## src/rtl/seq_tail_light_controller.sv

```systemverilog
// seq_tail_light_controller
// Sequential (Mustang-style) turn pattern over LAMPS lamps per side, paced by a
// STEP_DIV-clock prescaler, with brake blended onto the non-sequencing side.
// Optional feature macro: HAZARD_EN (hazard input sequences both sides in lockstep).
module seq_tail_light_controller #(
    parameter int unsigned LAMPS    = 3,
    parameter int unsigned STEP_DIV = 4
) (
    input  logic             clk,
    input  logic             rst_n,
    input  logic             brake,
    input  logic             turn_right,
    input  logic             turn_left,
    input  logic             hazard,
    output logic [LAMPS-1:0] right_tail_light_control,
    output logic [LAMPS-1:0] left_tail_light_control,
    output logic             seq_active
);

    localparam int unsigned PW = (STEP_DIV > 1) ? $clog2(STEP_DIV) : 1;
    localparam int unsigned SW = $clog2(LAMPS + 1);
    localparam logic [PW-1:0] PRESC_LAST = PW'(STEP_DIV - 1);
    localparam logic [SW-1:0] STEP_LAST  = SW'(LAMPS);

    typedef enum logic [0:0] {StIdle, StRun} state_e;

    state_e            r_state;
    state_e            w_state_d;
    logic [1:0]        r_set;     // {SEQ_L, SEQ_R} seen at the previous edge
    logic [1:0]        w_set;
    logic [SW-1:0]     r_step;
    logic [SW-1:0]     w_step_d;
    logic [PW-1:0]     r_presc;
    logic [PW-1:0]     w_presc_d;
    logic [LAMPS-1:0]  w_pat;
    logic [LAMPS-1:0]  w_right_d;
    logic [LAMPS-1:0]  w_left_d;
    logic              w_active_d;
    logic              w_one_turn;

    assign w_one_turn = turn_right ^ turn_left;

`ifdef HAZARD_EN
    assign w_set = hazard ? 2'b11 : {turn_left & w_one_turn, turn_right & w_one_turn};
`else
    logic w_unused_hazard;
    assign w_unused_hazard = hazard;
    assign w_set = {turn_left & w_one_turn, turn_right & w_one_turn};
`endif

    // State, shared step/prescaler and registered outputs.
    always_ff @(posedge clk or negedge rst_n) begin
        if (!rst_n) begin
            r_state                  <= StIdle;
            r_set                    <= 2'b00;
            r_step                   <= '0;
            r_presc                  <= '0;
            right_tail_light_control <= '0;
            left_tail_light_control  <= '0;
            seq_active               <= 1'b0;
        end else begin
            r_state                  <= w_state_d;
            r_set                    <= w_set;
            r_step                   <= w_step_d;
            r_presc                  <= w_presc_d;
            right_tail_light_control <= w_right_d;
            left_tail_light_control  <= w_left_d;
            seq_active               <= w_active_d;
        end
    end

    // Next state: restart on entry or on a change of the sequencing set.
    always_comb begin
        w_state_d = r_state;
        w_step_d  = r_step;
        w_presc_d = r_presc;
        if (w_set == 2'b00) begin
            w_state_d = StIdle;
            w_step_d  = '0;
            w_presc_d = '0;
        end else if (r_state == StIdle || w_set != r_set) begin
            w_state_d = StRun;
            w_step_d  = SW'(1);
            w_presc_d = '0;
        end else if (r_presc == PRESC_LAST) begin
            w_presc_d = '0;
            w_step_d  = (r_step == STEP_LAST) ? '0 : r_step + SW'(1);
        end else begin
            w_presc_d = r_presc + PW'(1);
        end
    end

    // Outputs: thermometer pattern on sequencing sides, brake value elsewhere.
    always_comb begin
        w_pat = '0;
        for (int i = 0; i < int'(LAMPS); i++) begin
            w_pat[i] = (i < int'(w_step_d));
        end
        w_right_d  = w_set[0] ? w_pat : {LAMPS{brake}};
        w_left_d   = w_set[1] ? w_pat : {LAMPS{brake}};
        w_active_d = (w_state_d == StRun);
    end

endmodule

```

## config.mk

```make
export PLATFORM = sky130hd
export DESIGN_NAME = seq_tail_light_controller
export DESIGN_NICKNAME = d
export VERILOG_FILES = /design/src/rtl/seq_tail_light_controller.sv
export SDC_FILE = /design/constraint.sdc
export NUM_CORES = 1
export LEC_CHECK = 0
export BUFFER_PORTS_ARGS = -buffer_cell sky130_fd_sc_hd__buf_2
export CORE_AREA = 3 3 40 42
export CTS_BUF_LIST = sky130_fd_sc_hd__clkbuf_4 sky130_fd_sc_hd__clkbuf_8 sky130_fd_sc_hd__clkbuf_16
export CTS_CLUSTER_DIAMETER = 50
export DETAILED_ROUTE_END_ITERATION = 6
export DIE_AREA = 0 0 43 45
export MAX_ROUTING_LAYER = met4
export PLACE_DENSITY = 0.66
export SLEW_MARGIN = 20
export SYNTH_ARGS = -nofsm -noshare
export SYNTH_HDL_FRONTEND = slang
export SYNTH_SLANG_ARGS = --single-unit
export TNS_END_PERCENT = 1
```

## constraint.sdc

```tcl
create_clock -name clk -period 1.7 [get_ports clk]
set_input_delay 0 -clock clk [delete_from_list [all_inputs] [get_ports clk]]
set_output_delay 0 -clock clk [all_outputs]
set_load 0.01 [all_outputs]
```

==> run summary <==
DRT iter0 DRCs: 3
Max-cap violations: 0
Worst Skew: 0.00787 ns
final wirelength: 954 um
leakage: 0.000381 uW
Arrival @ worst endpoint: 1.79 ns
clock period minus worst slack: 1.58 ns
clk slew on worst S/H paths: 0.08 ns
diode count: 0
Critical Path RT: 1.91 ns
Worst Hold Slack: 0.0768 ns
Die Y: 45 um
Fin. Hold Viols: 0
Crit. Startpoint: r_presc[0]
Fmax: 0.634 GHz
RSZ-0062 raised after global routing: no
critical path's largest stage delay: 0.39 ns
Power Dens Cells: 896 nW/um^2
Place WS: 0.0666 ns
M2 GR Usage: 0.186
Final ANT Viol Nets: 0
overall global routing resource usage: 0.129
sequential fraction of the synthesis area: 0.570
Die Wd: 43 um
CTS Buf Count: 3
initial antenna violation count: 0
met1 Use GR: 0.140
CP Capture Type: register
worst path cell trace: ha_1, mux2i_1, buf_4, nor4b_4, and2_4, a21o_1
FILL cells: 120
CTS tree: yes
clk_lat worst skew: 0.27 ns
Core Footprint: 1280 um^2
Die Area: 1940 um^2
root buf cell: clkbuf_4
Yosys top cell area share: 0.570
Buffers on Ports: 11
Final Setup Violations: 0
Syn Area/Cell: 12.4 um^2
GR peak layer: met2
crit start category: register
IO Pins: 13
fin crit share: 0.928
cell accounting for the most synthesized area: dfrtp_1
Post-CTS Setup Bufs: 0
Final GP Congestion: 0.729
family with the most delay on the worst path: simple AND/OR/NAND/NOR gates
layout cell share with drive strength beyond 1: 0.359
clock buffer depth: 2
HP Start: brake
pin count of the biggest net entering global routing: 14
fin nets: 75
Crit-path slowest cell: dfrtp_1
TritonRoute pass-1 iters: 4
vias in the first global route: 390
synthesized instance count: 46
vias per cell: 4.95
GR Util met3: 0.0518
Initial Util: 0.444
Seq cells post-synth: 13
Layout Area Growth over Synthesis: 24.1%
outcome: finished clean
GRT Residual Overflow: 0
first-pass GRT wire length: 1720 um
clock sinks: 13
crit path max fanout: 3
reg2reg setup slack: 0.12 ns
worst hold path type: input pin to register
worst setup margin: 0.122 ns
crit path kind: register to register
via count: 391
Setup TNS: 0 ns
WP buf/inv: 1
H-tree Lvls: 1
dpl cell area: 659 um^2
Post-Syn Area: 571 um^2
Worst R2R Start: r_presc[0]
drt drc: 0
Synth Net Count: 56
DR WL/cell: 12.1 um
Slew Limit Fails: 0
Worst Tran Pin Value: 0.385 ns
top cells by area, synth: dfrtp_1, ha_1, nor4b_4
fin area: 708 um^2
yosys synthesis warning count: 0
count of different cell masters after synthesis: 19
relative slew slack: 0.743
peak supply drop: 0.439 mV
num rows: 13
-- state kept, by name (all words and copies together) (netlist names) --
name and flops:
left_tail_light_control 3, right_tail_light_control 3, r_presc 2, r_set 2
r_step 2, r_state 1
-- cells in the final DEF (no fill, tap or decap), drive strengths merged --
| cell | count |
|---|---|
| inv | 4 |
| o22ai | 2 |
| nand2b | 1 |
| nor4b | 2 |
| xor2 | 1 |
| a21o | 4 |
| nor3b | 1 |
| and2 | 1 |
| nor4 | 1 |
| clkbuf | 4 |
| mux2i | 1 |
| xnor2 | 1 |
| nor2 | 5 |
| nand3b | 1 |
| ha | 4 |
| dlygate4sd3 | 1 |
| nand2 | 3 |
| buf | 13 |
| mux2 | 1 |
| dfrtp | 13 |
-- area by class of cell --
cell class | count | area [um^2] | area share
flip-flops and latches | 13 | 325 | 0.459
multi-input cells | 29 | 239 | 0.337
repair buffers | 14 | 80.1 | 0.113
clock buffers | 4 | 30.0 | 0.0424
well taps | 15 | 18.8 | 0.0265
inverters | 4 | 15.0 | 0.0212
-- worst reg2reg max path: stages, from the launching register on --
cell,delay [ns]
dfrtp_1,0.39
ha_1,0.24
mux2i_1,0.15
buf_4,0.15
nor4b_4,0.29
and2_4,0.19
a21o_1,0.10
-- stage by stage --
stage          utilization  power, uW  instances
2_1_floorplan            -        401         46
3_3_place_gp         0.513        433         74
3_5_place_dp         0.513        437         74
4_1_cts              0.544        639         79
5_1_grt              0.551        672         79
6_report             0.551        634         79
-- logic make-up (layout without fill, tap and decap cells) --
family	Yosys count	count (layout)	synth area share
and+or+nand+nor	15	15	0.169
DFF	13	13	0.570
AOI/OAI and AO/OA	6	6	0.0789
adders and majority gates	4	4	0.0877
buffers and inverters	4	22	0.0263
xor gates and xnor gates	2	2	0.0307
muxes	2	2	0.0373
-- cell usage after synthesis --
library cell	n
a21o_1	2
a21o_2	2
and2_1	1
dfrtp_1	13
ha_1	4
inv_1	4
mux2_2	1
mux2i_1	1
nand2_1	3
nand2b_1	1
nand3b_1	1
nor2_1	5
nor3b_1	1
nor4_1	1
nor4b_1	1
nor4b_4	1
o22ai_1	2
xnor2_1	1
xor2_1	1
-- repair_timing --
item,4_1_cts,5_1_grt
gates resized for setup,0,2
setup endpoints to repair,0,4
endpoints found under the hold margin,13,0
hold buffers,1,0
-- layer usage --
metal / routed length (um) / vias up
met1: 428 / 188
li1: - / 192
met5: 0 / -
met2: 472 / 9
met3: 43 / 2
met4: 9 / 0
-- worst paths after layout --
| check | cells after the start | to |
|---|---|---|
| worst max-delay path | 6 | right_tail_light_control[2] |
| worst min register to register | 1 | r_presc[0] |
| min in group asynchronous | 2 | r_step[0] |
| worst max register to register | 6 | right_tail_light_control[2] |
| max in group asynchronous | 2 | r_step[1] |
| worst min-delay path | 3 | right_tail_light_control[0] |
-- where the power goes --
part | switching, uW | internal [uW]
Clock | 95.0 | 107
Combinational | 54.3 | 40.8
Sequential | 8.24 | 329
(Power assumes the default switching activity.)
